**src/rtl/simd_lockstep_alu_hs.sv**
```systemverilog
// simd_lockstep_alu_hs: LANES-wide lockstep ALU (ADD/SUB/MUL/DIV/REM/MIN/MAX/PASS) with valid/ready handshakes.
// Define SIMD_ALU_MULHI_EN to add the result_hi port carrying the upper MUL product bits.
module simd_lockstep_alu_hs #(
  parameter int unsigned LANES     = 4,
  parameter int unsigned BIT_WIDTH = 32
) (
  input  logic                       clk,
  input  logic                       reset_n,
  input  logic                       in_valid,
  output logic                       in_ready,
  input  logic [2:0]                 op_code,
  input  logic [LANES-1:0]           lane_en,
  input  logic [LANES*BIT_WIDTH-1:0] a,
  input  logic [LANES*BIT_WIDTH-1:0] b,
  output logic                       out_valid,
  input  logic                       out_ready,
  output logic [LANES*BIT_WIDTH-1:0] result,
  output logic [LANES-1:0]           div_by_zero,
`ifdef SIMD_ALU_MULHI_EN
  output logic [LANES*BIT_WIDTH-1:0] result_hi,
`endif
  output logic                       busy
);

  localparam int unsigned W  = BIT_WIDTH;
  localparam int unsigned W2 = 2 * BIT_WIDTH;
  localparam int unsigned CW = $clog2(BIT_WIDTH + 1);

  localparam logic [2:0] OP_ADD  = 3'd0;
  localparam logic [2:0] OP_SUB  = 3'd1;
  localparam logic [2:0] OP_MUL  = 3'd2;
  localparam logic [2:0] OP_DIV  = 3'd3;
  localparam logic [2:0] OP_REM  = 3'd4;
  localparam logic [2:0] OP_MIN  = 3'd5;
  localparam logic [2:0] OP_MAX  = 3'd6;
  localparam logic [2:0] OP_PASS = 3'd7;

  typedef enum logic [1:0] {S_IDLE, S_EXEC, S_DONE} state_t;

  state_t                r_state;
  logic [CW-1:0]         r_cnt;
  logic [2:0]            r_op;
  logic [LANES-1:0]      r_en;
  logic [W-1:0]          r_opa [LANES];
  logic [W-1:0]          r_opb [LANES];
  logic [W2-1:0]         r_acc [LANES];
  logic [LANES*W-1:0]    r_result;
  logic [LANES-1:0]      r_dz;
  logic                  r_in_ready;
  logic                  r_out_valid;
  logic                  r_busy;
`ifdef SIMD_ALU_MULHI_EN
  logic [LANES*W-1:0]    r_result_hi;
  logic [LANES*W-1:0]    w_result_hi;
`endif

  logic                  w_long;
  logic                  w_last;
  logic [W:0]            w_hi_sum  [LANES];
  logic [W:0]            w_rem_sh  [LANES];
  logic                  w_ge      [LANES];
  logic [W-1:0]          w_rem_new [LANES];
  logic [W2-1:0]         w_acc_nxt [LANES];
  logic [W-1:0]          w_opa_nxt [LANES];
  logic [W-1:0]          w_opb_nxt [LANES];
  logic [LANES*W-1:0]    w_result;
  logic [LANES-1:0]      w_dz;

  assign w_long = (r_op == OP_MUL) || (r_op == OP_DIV) || (r_op == OP_REM);
  // EXEC runs N iterations and one finalize cycle that publishes the lane results.
  assign w_last = (r_cnt == (w_long ? CW'(W) : CW'(1)));

  always_comb begin
    w_result = '0;
    w_dz     = '0;
`ifdef SIMD_ALU_MULHI_EN
    w_result_hi = '0;
`endif
    for (int unsigned i = 0; i < LANES; i++) begin
      w_hi_sum[i]  = {1'b0, r_acc[i][W2-1:W]} + (r_opb[i][0] ? {1'b0, r_opa[i]} : '0);
      w_rem_sh[i]  = {r_acc[i][W2-1:W], r_opa[i][W-1]};
      w_ge[i]      = (w_rem_sh[i] >= {1'b0, r_opb[i]});
      w_rem_new[i] = W'(w_ge[i] ? (w_rem_sh[i] - {1'b0, r_opb[i]}) : w_rem_sh[i]);
      w_acc_nxt[i] = r_acc[i];
      w_opa_nxt[i] = r_opa[i];
      w_opb_nxt[i] = r_opb[i];
      case (r_op)
        // Shift-add: add A at the top, shift product right; multiplier consumed LSB first.
        OP_MUL: begin
          w_acc_nxt[i] = {w_hi_sum[i], r_acc[i][W-1:1]};
          w_opb_nxt[i] = r_opb[i] >> 1;
        end
        // Restoring division: remainder in the upper half, quotient shifts into the lower half.
        OP_DIV, OP_REM: begin
          w_acc_nxt[i] = {w_rem_new[i], r_acc[i][W-2:0], w_ge[i]};
          w_opa_nxt[i] = r_opa[i] << 1;
        end
        OP_ADD:  w_acc_nxt[i] = {W'(0), W'(r_opa[i] + r_opb[i])};
        OP_SUB:  w_acc_nxt[i] = {W'(0), W'(r_opa[i] + ~r_opb[i] + W'(1))};
        OP_MIN:  w_acc_nxt[i] = {W'(0), (r_opa[i] < r_opb[i]) ? r_opa[i] : r_opb[i]};
        OP_MAX:  w_acc_nxt[i] = {W'(0), (r_opa[i] > r_opb[i]) ? r_opa[i] : r_opb[i]};
        OP_PASS: w_acc_nxt[i] = {W'(0), r_opa[i]};
        default: w_acc_nxt[i] = r_acc[i];
      endcase
      if (r_en[i]) begin
        w_result[i*W +: W] = (r_op == OP_REM) ? r_acc[i][W2-1:W] : r_acc[i][W-1:0];
        w_dz[i]            = ((r_op == OP_DIV) || (r_op == OP_REM)) && (r_opb[i] == '0);
`ifdef SIMD_ALU_MULHI_EN
        w_result_hi[i*W +: W] = (r_op == OP_MUL) ? r_acc[i][W2-1:W] : '0;
`endif
      end
    end
  end

  // Controller and lane registers; all handshake outputs are registered.
  always_ff @(posedge clk or negedge reset_n) begin
    if (!reset_n) begin
      r_state     <= S_IDLE;
      r_cnt       <= '0;
      r_op        <= OP_ADD;
      r_en        <= '0;
      r_result    <= '0;
      r_dz        <= '0;
      r_in_ready  <= 1'b1;
      r_out_valid <= 1'b0;
      r_busy      <= 1'b0;
`ifdef SIMD_ALU_MULHI_EN
      r_result_hi <= '0;
`endif
      for (int unsigned i = 0; i < LANES; i++) begin
        r_opa[i] <= '0;
        r_opb[i] <= '0;
        r_acc[i] <= '0;
      end
    end else begin
      case (r_state)
        S_IDLE: begin
          if (in_valid) begin
            r_op       <= op_code;
            r_en       <= lane_en;
            r_cnt      <= '0;
            r_state    <= S_EXEC;
            r_in_ready <= 1'b0;
            r_busy     <= 1'b1;
            for (int unsigned i = 0; i < LANES; i++) begin
              r_opa[i] <= a[i*W +: W];
              r_opb[i] <= b[i*W +: W];
              r_acc[i] <= '0;
            end
          end
        end
        S_EXEC: begin
          if (w_last) begin
            r_result    <= w_result;
            r_dz        <= w_dz;
            r_out_valid <= 1'b1;
            r_state     <= S_DONE;
`ifdef SIMD_ALU_MULHI_EN
            r_result_hi <= w_result_hi;
`endif
          end else begin
            r_cnt <= r_cnt + CW'(1);
            for (int unsigned i = 0; i < LANES; i++) begin
              r_opa[i] <= w_opa_nxt[i];
              r_opb[i] <= w_opb_nxt[i];
              r_acc[i] <= w_acc_nxt[i];
            end
          end
        end
        S_DONE: begin
          if (out_ready) begin
            r_out_valid <= 1'b0;
            r_busy      <= 1'b0;
            r_in_ready  <= 1'b1;
            r_state     <= S_IDLE;
          end
        end
        default: begin
          r_state     <= S_IDLE;
          r_in_ready  <= 1'b1;
          r_out_valid <= 1'b0;
          r_busy      <= 1'b0;
        end
      endcase
    end
  end

  assign in_ready    = r_in_ready;
  assign out_valid   = r_out_valid;
  assign busy        = r_busy;
  assign result      = r_result;
  assign div_by_zero = r_dz;
`ifdef SIMD_ALU_MULHI_EN
  assign result_hi   = r_result_hi;
`endif

endmodule

```
**config.mk**
```make
export PLATFORM = sky130hd
export DESIGN_NAME = simd_lockstep_alu_hs
export DESIGN_NICKNAME = d
export VERILOG_FILES = /design/src/rtl/simd_lockstep_alu_hs.sv
export SDC_FILE = /design/constraint.sdc
export NUM_CORES = 2
export LEC_CHECK = 0
export CORE_ASPECT_RATIO = 0.75
export CORE_MARGIN = 5
export CORE_UTILIZATION = 23
export DETAILED_ROUTE_END_ITERATION = 10
export PLACE_DENSITY_LB_ADDON = 0.25
export SYNTH_ARGS = -nofsm -noshare
export SYNTH_HDL_FRONTEND = slang
export SYNTH_SLANG_ARGS = --single-unit
```
**constraint.sdc**
```tcl
create_clock -name clk -period 4.6 [get_ports clk]
set_input_delay 1.15 -clock clk [delete_from_list [all_inputs] [get_ports clk]]
set_output_delay 1.15 -clock clk [all_outputs]
set_load 0.1 [all_outputs]
```
* Yosys cells after proc, flatten, opt, wreduce, memory -nomap -nowiden
Cells that the tools add are included.
** Storage, ports and cells
- Register bits :: 662
- Latch bits :: 0
- RAM bits :: 0
- ROM bits :: 0
- Memories kept :: 0
** Cells by class
- $add $sub $neg :: 21
- $mul :: 0
- Div/mod/pow operators :: 0
- $lt $le $gt $ge :: 12
- Eq/ne operators :: 16
- Shifts and indexed selects :: 0
- Multiplexer cells :: 65
- Bitwise gates (word level) :: 6
- Reduce and logical (&&, ||, !) cells :: 23
** Operator list (number)
- $pmux W64 S7 :: 4
- $mux W32 :: 32
- $mux W128 :: 4
- $mux W256 :: 2
- $pmux W128 S2 :: 2
- $pmux W256 S2 :: 1
- $add A32 B32 Y32 :: 8
- $add A32 B32 Y33 :: 4
- $ge A33 B32 Y1 :: 4
- $add A32 B1 Y32 const B :: 4
- $gt A32 B32 Y1 :: 4
- $logic_not A32 Y1 :: 4
- $lt A32 B32 Y1 :: 4
- $not A32 Y32 :: 4
- $sub A32 B32 Y32 :: 4
- $mux W6 :: 3
- $eq A3 B3 Y1 const B :: 4
- $pmux W6 S2 :: 1
- $reduce_and A3 Y1 :: 4
- $ne A2 B2 Y1 const B :: 5
- $mux W1 :: 9
- $pmux W1 S3 :: 3
- $reduce_and A4 Y1 :: 2
- $add A6 B1 Y6 const B :: 1
- 16 further kinds :: 26

* Depth between registers and ports, before layout
- Depth after elaboration :: 7
- Depth in mapped cells :: 16

* Worst setup path before layout
No wires, ideal clock.
- Path type :: reg-to-reg
- Start :: reg r_opb[32] (netlist bit)
- End :: reg r_acc[124] (netlist bit)
- Arrival time :: 3.576 ns
- Required time :: 4.474 ns
- Slack :: 0.898 ns
- Stages on the path, launching flop included :: 15
- Buffers on the path :: 1
- Clock period less this slack :: 3.702 ns
- Cells stage by stage :: dfrtp_1 > clkbuf_1 > and2_1 > ha_1 > a2111oi_4 > o21ai_2 > a41oi_2 > o221ai_2 > o311a_1 > a221o_1 > a21o_1 > o41ai_4 > o21bai_1 > xor2_1 > a221o_1
** On the way
- Longest elaborated chain between the ends :: 5
- Elaborated cells between the ends (all ways) :: 8
- Classes of those cells :: add/sub: 2; order compare: 1; mux: 5
** RTL lines
- from (decl) :: RTL line 45 : logic [W-1:0] r_opb [LANES];
- from (signal, indexed assignment) :: RTL line 147 : r_opb[i] <= b[i*W +: W];
- from (signal, indexed assignment) :: RTL line 165 : r_opb[i] <= w_opb_nxt[i];
- $sub A32 B32 Y32 (tied with other cells) :: RTL line 83 : w_rem_new[i] = W'(w_ge[i] ? (w_rem_sh[i] - {1'b0, r_opb[i]}) : w_rem_sh[i]);
- $mux W32 / $add A32 B32 Y33 (equally long branches) :: RTL line 83, 80
- $pmux W64 S7 (*) :: RTL line 87 : case (r_op)
- $mux W256 (*) :: RTL line 153 : if (w_last) begin
- $pmux W256 S2 (*) :: RTL line 136 : case (r_state)
- to (signal, indexed assignment) :: RTL line 166 : r_acc[i] <= w_acc_nxt[i];
- to (decl) :: RTL line 46 : logic [W2-1:0] r_acc [LANES];
Every way passes the cells marked *; elsewhere a longest branch is shown, timed or not. The select of a mux whose other input is x is not followed.
A chain may end at the register's enable or synchronous reset.

* Final worst setup path
- Start :: reg r_opb[0] (netlist bit)
- End :: reg r_acc[24] (netlist bit)
** On the way
- Longest elaborated chain between the ends :: 6
- Elaborated cells between the ends (all ways) :: 11
- Classes of those cells :: add/sub: 3; order compare: 2; mux: 5; bitwise: 1
** RTL lines
- $not A32 Y32 :: RTL line 99 : OP_SUB: w_acc_nxt[i] = {W'(0), W'(r_opa[i] + ~r_opb[i] + W'(1))};
- $add A32 B32 Y32 :: RTL line 99
- $add A32 B1 Y32 :: RTL line 99
- $pmux W64 S7 (*) :: RTL line 87
- $mux W256 (*) :: RTL line 153
- $pmux W256 S2 (*) :: RTL line 136
Marks and branches as above.

==> out/qor.json <==
{
  "worst_setup_path_startpoint": {"value": "r_opb[0]$_DFFE_PN0P_"},
  "final-max-slew-violation-count": {"value": 0},
  "synthesis.area_per_instance": {"value": 7.81, "unit": "um^2"},
  "clock.fmax": {"value": 224, "unit": "MHz"},
  "setup-violations-final": {"value": 0},
  "synth_nets": {"value": 9013},
  "drt-pass1-iter-count": {"value": 6},
  "timing_worst_setup_path_type": {"value": "flip-flop to flip-flop"},
  "synth_cell_type_count": {"value": 97},
  "grt-ovfl-total": {"value": 0},
  "share_of_layout_cells_above_drive_strength_1": {"value": 9.26, "unit": "%"},
  "wire_length_of_the_first_global_routing_pass": {"value": 479000, "unit": "um"},
  "cts_max_level": {"value": 3},
  "clock_tree.buffer_depth": {"value": 3},
  "clk_latency": {"value": 0.74, "unit": "ns"},
  "critPathMaxFanout": {"value": 27},
  "grt_max_degree": {"value": 189},
  "number_of_placement_rows": {"value": 168},
  "synth_async_sr_flop_share": {"value": 100, "unit": "%"},
  "drc": {"value": 0},
  "numPortBuffers": {"value": 401},
  "nets": {"value": 9347},
  "cts_root_buf": {"value": "sky130_fd_sc_hd__clkbuf_16"},
  "routabilityCongestion": {"value": 0.972},
  "run_status": {"value": "finished, final reports clean"},
  "number_of_antenna_violations_at_the_first_check_in_global_routing": {"value": 21},
  "finClkSkew": {"value": 0.0533, "unit": "ns"},
  "clk_pin_slew_worst_paths": {"value": 0.07, "unit": "ns"},
  "drt-vias-per-instance": {"value": 5.55},
  "floorplan.initialDensity": {"value": 23.0, "unit": "%"},
  "required_time_of_the_worst_setup_path": {"value": 5.20, "unit": "ns"},
  "instances_no_fill": {"value": 12400},
  "postRouteAntennaNets": {"value": 0},
  "synth.yosys.warnings": {"value": 0},
  "floorplan.die.height": {"value": 468, "unit": "um"},
  "setup.worst_path.end_class": {"value": "flip-flop"},
  "drt_iter0_markers": {"value": 8427},
  "min_path_type": {"value": "input port to async pin"},
  "slew_headroom": {"value": 10.1, "unit": "%"},
  "synth_edf_count": {"value": 0},
  "routed_wire_length_per_instance": {"value": 27.3, "unit": "um"},
  "postCtsHoldBufs": {"value": 0},
  "postSynthCellCount": {"value": 8217},
  "tritoncts": {"value": "built"},
  "worst_hold_slack": {"value": 0.366, "unit": "ns"},
  "grt_pass1_vias": {"value": 64300},
  "clock_sinks": {"value": 662},
  "core_region_area": {"value": 0.279, "unit": "mm^2"},
  "max_cap_violations": {"value": 0},
  "launching_element_type_of_the_critical_path": {"value": "flip-flop"},
  "post-route-period-util": {"value": 97.1, "unit": "%"},
  "dr_total_vias": {"value": 68600},
  "placed_cells_incl_taps": {"value": 12200},
  "period_needed": {"value": 4.47, "unit": "ns"},
  "rr_startpoint": {"value": "r_opb[0]$_DFFE_PN0P_"},
  "critPathArrivalTime": {"value": 5.07, "unit": "ns"},
  "numCtsBuffers": {"value": 83},
  "yosysSeqAreaShare": {"value": 25.8, "unit": "%"},
  "post_cts_buffers": {"value": 0},
  "antennaDiodeCount": {"value": 0},
  "rsz0062_at_grt": {"value": "false"},
  "groute.usage.overall": {"value": 22.2, "unit": "%"},
  "r2r.worst_path.cells": {"value": 15},
  "fp.dieArea": {"value": 0.290, "unit": "mm^2"},
  "setup.reg_to_reg.worst_slack": {"value": 0.13, "unit": "ns"},
  "combined_area_of_all_synthesized_cells": {"value": 0.0642, "unit": "mm^2"},
  "io_pins": {"value": 402},
  "area.growth.synth_to_final": {"value": 21.0, "unit": "%"},
  "regToRegEndpoint": {"value": "r_acc[24]$_DFFE_PN0P_"},
  "routed_wirelength": {"value": 338000, "unit": "um"},
  "synthFlopType": {"value": "sky130_fd_sc_hd__dfrtp_1"},
  "post_dp_hpwl": {"value": 255000, "unit": "um"},
  "flop_and_latch_count_out_of_synthesis": {"value": 662},
  "die_w": {"value": 620, "unit": "um"},
  "final-hold-violation-count": {"value": 0},
  "max_slew.worst_pin.slew": {"value": 1.34, "unit": "ns"}
}
==> registers in the layout, indices dropped and copies added (netlist names) <==
| signal | cells |
|---|---|
| busy | 1 |
| div_by_zero | 4 |
| in_ready | 1 |
| out_valid | 1 |
| r_acc | 256 |
| r_cnt | 6 |
| r_en | 4 |
| r_op | 3 |
| r_opa | 128 |
| r_opb | 128 |
| r_state | 2 |
| result | 128 |
==> synthesized netlist by cell type, types with 73 or more instances <==
cell type	instances	share of area, %
sky130_fd_sc_hd__nand2_1	1022	6.0
sky130_fd_sc_hd__o21ai_0	820	6.4
sky130_fd_sc_hd__dfrtp_1	661	26
sky130_fd_sc_hd__a21oi_1	619	4.8
sky130_fd_sc_hd__nor2_1	617	3.6
sky130_fd_sc_hd__ha_1	513	10
sky130_fd_sc_hd__clkbuf_1	451	2.6
sky130_fd_sc_hd__mux2i_1	337	5.3
sky130_fd_sc_hd__inv_1	300	1.8
sky130_fd_sc_hd__a21o_1	259	3.0
sky130_fd_sc_hd__nand3_1	215	1.7
sky130_fd_sc_hd__a31oi_1	198	1.9
sky130_fd_sc_hd__xnor2_1	167	2.3
sky130_fd_sc_hd__and2_1	152	1.5
sky130_fd_sc_hd__mux2_2	138	2.4
sky130_fd_sc_hd__o221ai_1	120	1.6
sky130_fd_sc_hd__a22oi_1	99	1.2
sky130_fd_sc_hd__xor2_1	99	1.4
sky130_fd_sc_hd__a221o_1	98	1.5
sky130_fd_sc_hd__nor3_1	92	0.72
sky130_fd_sc_hd__nand2b_1	89	0.87
sky130_fd_sc_hd__a221oi_1	88	1.2
sky130_fd_sc_hd__o21bai_1	83	0.97
sky130_fd_sc_hd__nor2b_1	74	0.72
sky130_fd_sc_hd__nand4_1	73	0.71
==> what timing repair did <==
action                                  in CTS  in global routing
gates cloned                                 0                  0
resized for setup                            1                  5
endpoints found under the setup margin       1                  6
==> worst max path at each step <==
stage,slack [ns],end
floorplan,0.90,r_acc[124]$_DFFE_PN0P_
global placement,-0.02,r_acc[0]$_DFFE_PN0P_
detailed placement,-0.06,r_acc[0]$_DFFE_PN0P_
CTS,0.09,r_acc[121]$_DFFE_PN0P_
global route,0.02,r_acc[18]$_DFFE_PN0P_
finish,0.13,r_acc[24]$_DFFE_PN0P_
==> worst max-delay path: stages, from the launching register on <==
cell and delay [ns]:
sky130_fd_sc_hd__dfrtp_1 0.40, sky130_fd_sc_hd__buf_4 0.22, sky130_fd_sc_hd__ha_1 0.23, sky130_fd_sc_hd__fa_1 0.38
sky130_fd_sc_hd__nand2b_1 0.23, sky130_fd_sc_hd__a21oi_1 0.33, sky130_fd_sc_hd__o2111a_1 0.37, sky130_fd_sc_hd__or3b_1 0.25
sky130_fd_sc_hd__a31oi_2 0.24, sky130_fd_sc_hd__o21ai_4 0.21, sky130_fd_sc_hd__a21boi_4 0.25, sky130_fd_sc_hd__buf_12 0.25
sky130_fd_sc_hd__mux2i_1 0.22, sky130_fd_sc_hd__o22ai_1 0.09, sky130_fd_sc_hd__a211oi_1 0.54, sky130_fd_sc_hd__a21oi_1 0.08
==> per-layer routing <==
layer,routed length [um],vias to the layer above,track usage [%]
met5,21,-,0
met4,9100,4,5.31
met3,34100,376,4.96
met2,130000,3523,29.9
met1,165000,33800,34.8
li1,-,30900,-
==> layout by cell type, fill, tap and decap left out, types with 50 or more instances in the layout <==
cell type / synthesis / routed
sky130_fd_sc_hd__nand2b_1: 89 / 86
sky130_fd_sc_hd__nor2_1: 617 / 606
sky130_fd_sc_hd__nand4_1: 73 / 73
sky130_fd_sc_hd__a22oi_1: 99 / 99
sky130_fd_sc_hd__o211ai_1: 67 / 67
sky130_fd_sc_hd__clkbuf_16: 0 / 84
sky130_fd_sc_hd__o221ai_1: 120 / 119
sky130_fd_sc_hd__a31oi_1: 198 / 198
sky130_fd_sc_hd__o21ai_0: 820 / 820
sky130_fd_sc_hd__xor2_1: 99 / 99
sky130_fd_sc_hd__inv_1: 300 / 299
sky130_fd_sc_hd__dfrtp_1: 661 / 659
sky130_fd_sc_hd__a21o_1: 259 / 258
sky130_fd_sc_hd__mux2_2: 138 / 138
sky130_fd_sc_hd__a221oi_1: 88 / 88
sky130_fd_sc_hd__buf_4: 7 / 354
sky130_fd_sc_hd__o22ai_1: 52 / 52
sky130_fd_sc_hd__mux2i_1: 337 / 336
sky130_fd_sc_hd__o31ai_1: 50 / 50
sky130_fd_sc_hd__a221o_1: 98 / 98
sky130_fd_sc_hd__o21bai_1: 83 / 83
sky130_fd_sc_hd__nand3_1: 215 / 214
sky130_fd_sc_hd__nand2_1: 1022 / 1014
sky130_fd_sc_hd__a21oi_1: 619 / 616
sky130_fd_sc_hd__xnor2_1: 167 / 167
sky130_fd_sc_hd__ha_1: 513 / 513
sky130_fd_sc_hd__and2_1: 152 / 152
sky130_fd_sc_hd__nor2b_1: 74 / 72
sky130_fd_sc_hd__clkdlybuf4s50_1: 0 / 400
sky130_fd_sc_hd__nor3_1: 92 / 89
==> cells by family after synthesis <==
logic type	Yosys count	share of synthesized area, %
AO/OA/AOI/OAI	2900	29.4
XOR/XNOR	266	3.63
adder cells (fa/ha/maj)	529	10.5
buffers and inverters	851	5.14
flip-flops	662	25.8
multiplexers	476	7.69
AND/OR/NAND/NOR	2533	17.9
==> stage by stage <==
stage	TNS [ns]	setup slack, ns	area (um^2)	utilization, %
2_1_floorplan	0	0.898	64200	-
3_3_place_gp	-0.0217	-0.0217	74600	26.8
3_5_place_dp	-0.0586	-0.0586	74600	26.8
4_1_cts	0	0.0887	77700	27.9
5_1_grt	0	0.0206	77700	27.9
6_report	0	0.131	77700	27.9
==> layout make-up <==
type | instances | area (um^2)
fillers | 30200 | 201000
well taps | 3740 | 4680
flip-flops and latches | 662 | 16600
clock inverters | 44 | 718
repair buffers | 800 | 7560
multi-input cells | 6704 | 44600
clock buffers | 112 | 2370
inverters | 300 | 1130
Power is not shown: default switching activity piles up to over one toggle a cycle in this logic, so the estimate is an artifact.
